===== src/rtl/obd_uart_reporter.sv =====
// obd_uart_reporter
//   Transmit side of the vehicle telemetry link. On an enabled report trigger the
//   vehicle state is snapshotted and sent as a fixed 13-byte checksummed frame on
//   a UART 8N1 line (start 0, 8 data bits LSB first, stop 1, no inter-byte gap).
//
//   Frame: A5(SYNC) | gear | speed | rpm[13:8] | rpm[7:0] | fuel | temp |
//          odo[31:24] | odo[23:16] | odo[15:8] | odo[7:0] | ess | XOR(bytes 1..11)
//
// Ports
//   clk           system clock
//   rst           asynchronous reset, active low
//   en            report enable; triggers ignored while low
//   trigger       one-cycle report request
//   current_gear  gear code (3:P 6:R 9:N 12:D)
//   speed, rpm, fuel, temp, odometer_raw, ess_trigger   vehicle state
//   uart_tx       serial line, idle high (registered)
//   busy          frame in progress, including the DONE cycle
//   frame_done    one-cycle pulse in the DONE cycle
//   drop_cnt      triggers lost while busy, saturating at 255
//
// state   | meaning
// --------+--------------------------------------------------------
// S_IDLE  | line high, waiting for trigger & en
// S_START | start bit of byte byte_q
// S_DATA  | data bit bit_q of byte byte_q
// S_STOP  | stop bit; after byte 12 go to S_DONE, else next byte
// S_DONE  | one cycle: frame_done=1, busy=1, line high
module obd_uart_reporter #(
  parameter int unsigned CLKS_PER_BIT = 434,
  parameter logic [7:0]  SYNC_BYTE    = 8'hA5
) (
  input  logic        clk,
  input  logic        rst,
  input  logic        en,
  input  logic        trigger,
  input  logic [3:0]  current_gear,
  input  logic [7:0]  speed,
  input  logic [13:0] rpm,
  input  logic [7:0]  fuel,
  input  logic [7:0]  temp,
  input  logic [31:0] odometer_raw,
  input  logic        ess_trigger,
  output logic        uart_tx,
  output logic        busy,
  output logic        frame_done,
  output logic [7:0]  drop_cnt
);

  localparam int unsigned   TW        = (CLKS_PER_BIT > 1) ? $clog2(CLKS_PER_BIT) : 1;
  localparam logic [TW-1:0] TMR_LAST  = TW'(CLKS_PER_BIT - 1);
  localparam logic [3:0]    LAST_BYTE = 4'd12;

  typedef enum logic [2:0] {
    S_IDLE  = 3'd0,
    S_START = 3'd1,
    S_DATA  = 3'd2,
    S_STOP  = 3'd3,
    S_DONE  = 3'd4
  } state_t;

  state_t        state_q, state_d;
  logic [TW-1:0] tmr_q, tmr_d;
  logic [2:0]    bit_q, bit_d;
  logic [3:0]    byte_q, byte_d;
  logic          tx_d;
  logic [7:0]    tx_byte;
  logic [7:0]    checksum;
  logic          accept;
  logic          bit_end;

  logic [3:0]    snap_gear;
  logic [7:0]    snap_speed;
  logic [13:0]   snap_rpm;
  logic [7:0]    snap_fuel;
  logic [7:0]    snap_temp;
  logic [31:0]   snap_odo;
  logic          snap_ess;

  assign busy       = (state_q != S_IDLE);
  assign frame_done = (state_q == S_DONE);
  assign accept     = trigger & en & ~busy;
  assign bit_end    = (tmr_q == TMR_LAST);

  // Checksum is built from the snapshot so late input changes cannot corrupt it.
  assign checksum = {4'h0, snap_gear} ^ snap_speed ^ {2'b00, snap_rpm[13:8]} ^ snap_rpm[7:0]
                  ^ snap_fuel ^ snap_temp
                  ^ snap_odo[31:24] ^ snap_odo[23:16] ^ snap_odo[15:8] ^ snap_odo[7:0]
                  ^ {7'b0, snap_ess};

  always_comb begin
    state_d = state_q;
    tmr_d   = tmr_q;
    bit_d   = bit_q;
    byte_d  = byte_q;
    if (state_q == S_START || state_q == S_DATA || state_q == S_STOP) begin
      tmr_d = bit_end ? '0 : tmr_q + TW'(1);
    end
    case (state_q)
      S_IDLE: begin
        if (accept) begin
          state_d = S_START;
          tmr_d   = '0;
          bit_d   = '0;
          byte_d  = '0;
        end
      end
      S_START: begin
        if (bit_end) begin
          state_d = S_DATA;
          bit_d   = '0;
        end
      end
      S_DATA: begin
        if (bit_end) begin
          if (bit_q == 3'd7) state_d = S_STOP;
          else               bit_d   = bit_q + 3'd1;
        end
      end
      S_STOP: begin
        if (bit_end) begin
          if (byte_q == LAST_BYTE) begin
            state_d = S_DONE;
          end else begin
            state_d = S_START;
            byte_d  = byte_q + 4'd1;
          end
        end
      end
      S_DONE:  state_d = S_IDLE;
      default: state_d = S_IDLE;
    endcase
  end

  // Byte selected for the upcoming cycle (indexed by next-state counters so the
  // line output can be registered without a cycle of skew).
  always_comb begin
    tx_byte = 8'hFF;
    case (byte_d)
      4'd0:    tx_byte = SYNC_BYTE;
      4'd1:    tx_byte = {4'h0, snap_gear};
      4'd2:    tx_byte = snap_speed;
      4'd3:    tx_byte = {2'b00, snap_rpm[13:8]};
      4'd4:    tx_byte = snap_rpm[7:0];
      4'd5:    tx_byte = snap_fuel;
      4'd6:    tx_byte = snap_temp;
      4'd7:    tx_byte = snap_odo[31:24];
      4'd8:    tx_byte = snap_odo[23:16];
      4'd9:    tx_byte = snap_odo[15:8];
      4'd10:   tx_byte = snap_odo[7:0];
      4'd11:   tx_byte = {7'b0, snap_ess};
      4'd12:   tx_byte = checksum;
      default: tx_byte = 8'hFF;
    endcase
  end

  always_comb begin
    tx_d = 1'b1;
    case (state_d)
      S_START: tx_d = 1'b0;
      S_DATA:  tx_d = tx_byte[bit_d];
      default: tx_d = 1'b1;
    endcase
  end

  always_ff @(posedge clk or negedge rst) begin
    if (!rst) begin
      state_q    <= S_IDLE;
      tmr_q      <= '0;
      bit_q      <= '0;
      byte_q     <= '0;
      uart_tx    <= 1'b1;
      drop_cnt   <= '0;
      snap_gear  <= '0;
      snap_speed <= '0;
      snap_rpm   <= '0;
      snap_fuel  <= '0;
      snap_temp  <= '0;
      snap_odo   <= '0;
      snap_ess   <= 1'b0;
    end else begin
      state_q <= state_d;
      tmr_q   <= tmr_d;
      bit_q   <= bit_d;
      byte_q  <= byte_d;
      uart_tx <= tx_d;
      if (accept) begin
        snap_gear  <= current_gear;
        snap_speed <= speed;
        snap_rpm   <= rpm;
        snap_fuel  <= fuel;
        snap_temp  <= temp;
        snap_odo   <= odometer_raw;
        snap_ess   <= ess_trigger;
      end
      if (trigger && en && busy && drop_cnt != 8'hFF) begin
        drop_cnt <= drop_cnt + 8'd1;
      end
    end
  end

endmodule

===== config.mk =====
export PLATFORM = sky130hd
export DESIGN_NAME = obd_uart_reporter
export DESIGN_NICKNAME = d
export VERILOG_FILES = /design/src/rtl/obd_uart_reporter.sv
export SDC_FILE = /design/constraint.sdc
export NUM_CORES = 1
export LEC_CHECK = 0
export ABC_AREA = 0
export ABC_CLOCK_PERIOD_IN_PS = 3600
export CORE_ASPECT_RATIO = 0.5
export CORE_UTILIZATION = 47
export CTS_BUF_LIST = sky130_fd_sc_hd__clkbuf_2
export CTS_CLUSTER_DIAMETER = 50
export DETAILED_ROUTE_END_ITERATION = 10
export HOLD_SLACK_MARGIN = 0.1
export PLACE_DENSITY = 0.71
export SYNTH_ARGS = -nofsm -noshare
export SYNTH_HDL_FRONTEND = slang
export SYNTH_SLANG_ARGS = --single-unit
export TNS_END_PERCENT = 30

===== constraint.sdc =====
create_clock -name clk -period 3.6 [get_ports clk]
set_input_delay 0.72 -clock clk [delete_from_list [all_inputs] [get_ports clk]]
set_output_delay 0.72 -clock clk [all_outputs]
set_load 0.01 [all_outputs]

==> run metrics, run 1 <==
ys async rst share 100%; cell leakage power 3.01 nW; endpoint required time on the critical path 4.14 ns; Die Outline Area 12900 sq um; YS warnings 0; result of the run finished, final reports clean; Ports 90; I/O Buffers 89; via count normalized by instance count 5.65; count of clock tree sinks 103; effective utilization at floorplan 48.8%; Post-Syn Nets 626; end point of the critical path uart_tx; Skew-Pair Late Insertion Delay 0.60 ns; netlist area before placement 5850 sq um; combinational family with the most area after synthesis multiplexers; placed cells 784; highest clock frequency the design can meet 291 MHz; sequential cell area fraction in the yosys report 44.1%; final count of pins violating max slew 0; Pre-Repair DR Iteration Count 5; worst r2r path cells 12; total setup buffers inserted after CTS 0; fraction of layout cells with a size suffix above 1 20.2%; GR met2 Demand/Resource 33.9%; launch point of the worst path byte_q[0]; pin count of the biggest net entering global routing 104; DRC viols 0; hold buffer count at cts 0; basic-gate share of the synthesized area counting and, or, nand and nor cells 13.7%; type of the most critical hold path primary input to async pin; fin worst setup slack 0.164 ns; worst reg2reg path endpoint uart_tx; fraction of synthesized cell area in xor and xnor cells 12.5%; Comb pwr share 11.4%; initial antenna violation count 0; net switching share of the total power 24.2%; clock tree buffer depth 2; syn_area_per_cell 10.8 sq um; layer with the highest usage met2; number of enable-type register cells in the synthesized netlist 0; Post-layout nets 715; count of final hold-check violations 0; kind of critical path register to register; worst slack, placed 0.113 ns; relative contribution of the clock network to total power 29.5%; aggregate negative setup slack 0 ns; Tmin final 3.44 ns; maximum level of the CTS H-tree 3; GRT Util Overall 22.3%; total CTS buffers 9; post-synthesis cell type count 63; beginning of the worst register-to-register path byte_q[0]; Root Buffer Master clkbuf_2; part of the power in registers 59.1%; number of antenna diodes 0; number of global-route vias before repair 4361; register bit total from synthesis 103; Vert. Die Dim 80.9 um; grt met3 use 5.21%; share of the synthesized area in compound gates (AO/OA/AOI/OAI) 9.24%; row count 28; overall via count from detail_route 4519; leading register cell type out of synthesis dfrtp_1; number of DRC markers in iteration 0 383; crit path max fanout 9; PD cells 293 nW/um^2; final setup violation count 0; element type at the critical path start register; mux cell area share after synthesis 16.4%; Overall Power 2.08 mW; area added between synthesis and finish 21.7%; Std-Cell Core Area 12000 sq um; max-cap check violation count 0; RSZ-0062 raised after global routing false; CTS clock-pin slew for the worst setup and hold paths 0.28 ns; last weighted congestion value of the routability-driven placer 0.926; Cell Count, Final, Fillers Out 800; fraction of met1 tracks used by global routing 32.3%; Max stage delay on crit path 0.57 ns; fraction of the cycle the final worst path needs 95.4%; switching power of the nets 504 uW; Die X-Extent 160 um; slowest CP cell dfrtp_1; wire length of the first global-routing pass 22.6 mm; synthesized instance count 541; remaining global-route overflow 0; detailed placer's ending HPWL 9.90 mm; Final ANT Viol Nets 0; worst slew slack as a fraction of its limit 51.4%; share of synthesized cell area in full adder, half adder and majority cells 1.28%; worst-margin pin slew 0.722 ns; register-to-register path setup slack 0.16 ns; TritonCTS clock tree built; critical path cell sequence inv_1 > ha_1 > and3_1 > o41ai_2 > o21a_2 > inv_2 > mux2i_1 > o221a_1 > nor3_1 > a211oi_1 > or4_1 > a32oi_1; Worst Clk Skew 0.0216 ns; Min Hold Slack 0.122 ns; routed wire length per instance 17.0 um; Routed Wire Length 13.6 mm; peak ir drop on the vdd network 0.000205 V; design internal power 1.58 mW; arrival time reported for the critical path endpoint 3.97 ns; Setup crit end kind register
[worst max-delay path, delay by kind of cell (launching register included)]
family | cells | cell delay [ns]
multiplexers | 1 | 0.15
flip-flops | 1 | 0.57
AO/OA/AOI/OAI | 5 | 1.19
buffers and inverters | 2 | 0.27
adder cells (fa/ha/maj) | 1 | 0.26
AND/OR/NAND/NOR | 3 | 0.94
[metrics by stage]
stage	utilization [%]	area [sq um]
final	59.4	7120
after CTS	59.3	7100
after global routing	59.4	7120
after detailed placement	58.2	6970
after floorplan	-	5850
after global placement	58.2	6970
[layout by cell type, fill, tap and decap left out, types with 3 or more instances in the layout]
| cell type | count |
|---|---|
| a21oi_1 | 15 |
| nand4_1 | 9 |
| xnor3_1 | 4 |
| clkbuf_2 | 10 |
| or3_1 | 3 |
| ha_1 | 6 |
| o211ai_1 | 4 |
| o21ai_0 | 8 |
| o22ai_1 | 4 |
| nand3b_1 | 3 |
| inv_1 | 10 |
| inv_2 | 4 |
| and3_1 | 4 |
| a31oi_1 | 12 |
| nor2_1 | 24 |
| nand2_1 | 37 |
| buf_4 | 16 |
| and4_1 | 3 |
| nor4_1 | 4 |
| a22oi_1 | 5 |
| nor2_2 | 3 |
| xnor2_1 | 58 |
| nand3_1 | 28 |
| nor3_1 | 14 |
| dfrtp_1 | 102 |
| mux2i_1 | 8 |
| clkdlybuf4s50_1 | 88 |
| mux2_2 | 77 |
| o2111ai_1 | 6 |
| xor2_1 | 15 |
[cell usage after synthesis, drive strengths merged, types with 3 or more instances]
library cell / count / area [sq um]
or3: 4 / 30.0
nand3: 28 / 140
o211ai: 4 / 30.0
a22oi: 5 / 37.5
o22ai: 4 / 25.0
nand4: 9 / 56.3
nand3b: 3 / 22.5
xor2: 15 / 131
and4: 3 / 26.3
clkbuf: 20 / 75.1
ha: 6 / 75.1
inv: 14 / 52.6
mux2i: 9 / 93.8
a21oi: 15 / 75.1
nand2: 37 / 139
nor2: 29 / 126
o2111ai: 6 / 52.6
nor4: 4 / 25.0
nor3: 14 / 70.1
and3: 5 / 31.3
xnor2: 58 / 508
buf: 7 / 35.0
dfrtp: 102 / 2550
a31oi: 12 / 75.1
xnor3: 4 / 90.1
o21ai: 10 / 50.1
mux2: 77 / 867
[power groups by stage]
stage	clock network (mW)	registers (mW)	logic (mW)
2_1_floorplan	0	1.26	0.0450
3_3_place_gp	0	1.25	0.241
3_5_place_dp	0	1.25	0.241
4_1_cts	0.632	1.23	0.242
5_1_grt	0.678	1.24	0.259
6_report	0.615	1.23	0.238
[flip-flops by register name (all words and copies together), names as in the netlist]
| register | flops |
|---|---|
| snap_odo | 32 |
| snap_rpm | 14 |
| tmr_q | 9 |
| drop_cnt | 8 |
| snap_fuel | 8 |
| snap_speed | 8 |
| snap_temp | 8 |
| byte_q | 4 |
| snap_gear | 4 |
| bit_q | 3 |
| state_q | 3 |
| snap_ess | 1 |
| uart_tx | 1 |
[layer usage]
metal  share of wire, %  up-vias
met5                  0        -
met4               0.86        0
met3                6.5       16
met2                 44      155
met1                 49     2206
li1                   -     2142
[area by class of cell]
| type | instances | area [sq um] |
|---|---|---|
| clock buffer | 10 | 50.0 |
| timing repair buffer | 105 | 1020 |
| multi-input combinational | 397 | 3130 |
| sequential | 103 | 2580 |
| clock inverter | 6 | 83.8 |
| fill | 1043 | 4860 |
| inverter | 14 | 52.6 |
| tap | 165 | 206 |
[cell families after synthesis]
family,count (synthesis)
AO/OA/AOI/OAI,77
XOR/XNOR,77
AND/OR/NAND/NOR,151
flip-flops,103
buffers and inverters,41
multiplexers,86
adder cells (fa/ha/maj),6
[how the worst min path moves through the flow]
stage | from | end | slack (ns)
finish | rst | snap_fuel[3] | 0.12
global route | rst | snap_speed[4] | 0.12
CTS | rst | snap_fuel[3] | 0.13
detailed placement | drop_cnt[5] | drop_cnt[5] | 0.49
global placement | drop_cnt[5] | drop_cnt[5] | 0.49
floorplan | rst | bit_q[0] | 0.42
[what timing repair did]
item                                   4_1_cts  5_1_grt
gates resized for setup                      0        2
endpoints found under the hold margin        0        0
setup endpoints to repair                    0        1
No activity file was read; power rests on OpenSTA's default activity.
==> run 2: changes to the inputs <==
--- a/config.mk
+++ b/config.mk
@@ -11,9 +11,11 @@
 export CORE_UTILIZATION = 47
 export CTS_BUF_LIST = sky130_fd_sc_hd__clkbuf_2
 export CTS_CLUSTER_DIAMETER = 50
+export CTS_CLUSTER_SIZE = 40
 export DETAILED_ROUTE_END_ITERATION = 10
 export HOLD_SLACK_MARGIN = 0.1
 export PLACE_DENSITY = 0.71
+export RECOVER_POWER = 25
 export SYNTH_ARGS = -nofsm -noshare
 export SYNTH_HDL_FRONTEND = slang
 export SYNTH_SLANG_ARGS = --single-unit
==> run metrics, run 2 (same netlist as run 1, synthesis figures left out) <==
endpoint required time on the critical path 4.14 ns (about the same); row count 28 (unchanged); fraction of the cycle the final worst path needs 95.7% (+0.26 points); Die X-Extent 160 um (unchanged); Multi-input gate area 3130 sq um (unchanged); aggregate negative setup slack 0 ns (unchanged); effective utilization at floorplan 48.8% (unchanged); fin worst setup slack 0.155 ns (-0.00928 ns); RSZ-0062 raised after global routing false; kind of critical path register to register; Tmin final 3.44 ns (+0.00928 ns); Root Buffer Master clkbuf_2; Vert. Die Dim 80.9 um (unchanged); worst slack, placed 0.113 ns (unchanged); TritonCTS clock tree built; Routed Wire Length 13.6 mm (about the same); GRT Util Overall 22.3% (unchanged); Post-layout nets 715 (unchanged); clock tree buffer depth 2 (unchanged); pin count of the biggest net entering global routing 104 (unchanged); result of the run finished, violations left; worst slew slack as a fraction of its limit -67.0% (-120 points); detailed placer's ending HPWL 9.90 mm (unchanged); via count normalized by instance count 5.66 (+0.13%); worst-margin pin slew 2.51 ns (+1.78 ns); count of clock tree sinks 103 (unchanged); number of antenna diodes 0 (unchanged); Post-Layout Inst Area 7100 sq um (-0.21%); type of the most critical hold path register to register; maximum level of the CTS H-tree 3 (unchanged); element type at the critical path start register; Std-Cell Core Area 12000 sq um (unchanged); arrival time reported for the critical path endpoint 3.99 ns (+0.02 ns); flip-flop count of the largest register after layout 32 (unchanged); total setup buffers inserted after CTS 0 (unchanged); registers with the most flip-flops snap_odo x32, snap_rpm x14, tmr_q x9; fraction of layout cells with a size suffix above 1 20.2% (unchanged); Die Outline Area 12900 sq um (unchanged); Worst Clk Skew 0.0229 ns (+0.00134 ns); total CTS buffers 9 (unchanged); final setup violation count 0 (unchanged); register-to-register path setup slack 0.16 ns (about the same); number of fill cells in the layout 1045 (+0.19%); initial antenna violation count 0 (unchanged); PD cells 293 nW/um^2 (+0.16%); max-cap check violation count 1 (+1); remaining global-route overflow 0 (unchanged); peak ir drop on the vdd network 0.000205 V (about the same); highest clock frequency the design can meet 290 MHz (-0.27%); Final ANT Viol Nets 0 (unchanged); Ports 90 (unchanged); crit path max fanout 9 (unchanged); hold buffer count at cts 0 (unchanged); final count of pins violating max slew 104 (+104); area added between synthesis and finish 21.5%; # resized after CTS 0 (unchanged); wire length of the first global-routing pass 22.6 mm (unchanged); number of global-route vias before repair 4361 (unchanged); DP Area 6970 sq um (unchanged); register containing the most flip-flops in the final layout snap_odo; Setup crit end kind register; routed wire length per instance 17.0 um (about the same); commonest non-fill, non-tap cell in the layout dfrtp_1; CTS clock-pin slew for the worst setup and hold paths 0.27 ns (about the same); Register Area 2580 sq um (unchanged); failing checks capacitance limit, slew limit; I/O Buffers 89 (unchanged); most used cells in the layout excluding fill and tap cells 102 x dfrtp_1, 88 x clkdlybuf4s50_1, 77 x mux2_2; count of final hold-check violations 0 (unchanged); cell leakage power 3.01 nW (-0.18%); Skew-Pair Late Insertion Delay 0.60 ns (about the same); last weighted congestion value of the routability-driven placer 0.926 (unchanged); number of DRC markers in iteration 0 375 (-2.1%); overall via count from detail_route 4525 (+0.13%); DRC viols 0 (unchanged); Pre-Repair DR Iteration Count 6 (+1)
-- run 2: cell types whose count changed in the layout (fill, tap and decap cells not counted) --
| cell | before | now |
|---|---|---|
| buf_12 | 1 | 0 |
| clkbuf_2 | 10 | 11 |
| buf_4 | 16 | 15 |
| clkbuf_4 | 0 | 1 |
-- run 2: report_power, final --
group          total [mW]  switching, mW  internal (mW)
registers            1.23         0.0388           1.19
clock network       0.616          0.386          0.230
logic               0.235         0.0796          0.156
-- run 2: routing by layer --
layer / part of all wire (%) / track usage [%] / vias to the layer above / wire length [um]
met5: 0 / 0 / - / 0
met4: 0.90 / 5.29 / 0 / 123
met3: 6.3 / 5.21 / 14 / 858
met2: 44 / 33.9 / 144 / 6010
met1: 49 / 32.3 / 2224 / 6610
li1: - / - / 2143 / -
-- run 2: layout make-up --
type / count / area share [%]
Sequential cell: 103 / 36.3
Tap cell: 165 / 2.91
Timing Repair Buffer: 105 / 14.2
Multi-Input combinational cell: 397 / 44.0
Clock buffer: 10 / 0.705
Inverter: 14 / 0.740
Clock inverter: 6 / 1.18
-- run 2: path summary, 6_finish.rpt --
kind | from | to | cells past startpoint
setup reg to reg | byte_q[0] | uart_tx | 12
min in group asynchronous | rst | snap_rpm[3] | 2
hold reg to reg | drop_cnt[5] | drop_cnt[5] | 1
max in group asynchronous | rst | snap_fuel[7] | 2
hold / removal | drop_cnt[5] | drop_cnt[5] | 1
setup / recovery | byte_q[0] | uart_tx | 12
-- run 2: per-stage QoR --
stage	utilization (%)	hold WS, ns	power (mW)	std cells
floorplan	-	0.424	1.30	541
global route	59.3	0.542	2.17	800
global placement	58.2	0.488	1.49	784
detailed placement	58.2	0.489	1.49	784
CTS	59.3	0.134	2.11	800
finish	59.3	0.517	2.08	800
-- run 2: worst max-delay path, cell delays in order (launching register included) --
cell and delay, ns:
dfrtp_1 0.57, inv_1 0.14, ha_1 0.27, and3_1 0.22, o41ai_2 0.39, o21a_2 0.27
inv_2 0.12, mux2i_1 0.15, o221a_1 0.25, nor3_1 0.18, a211oi_1 0.08, or4_1 0.54
a32oi_1 0.21
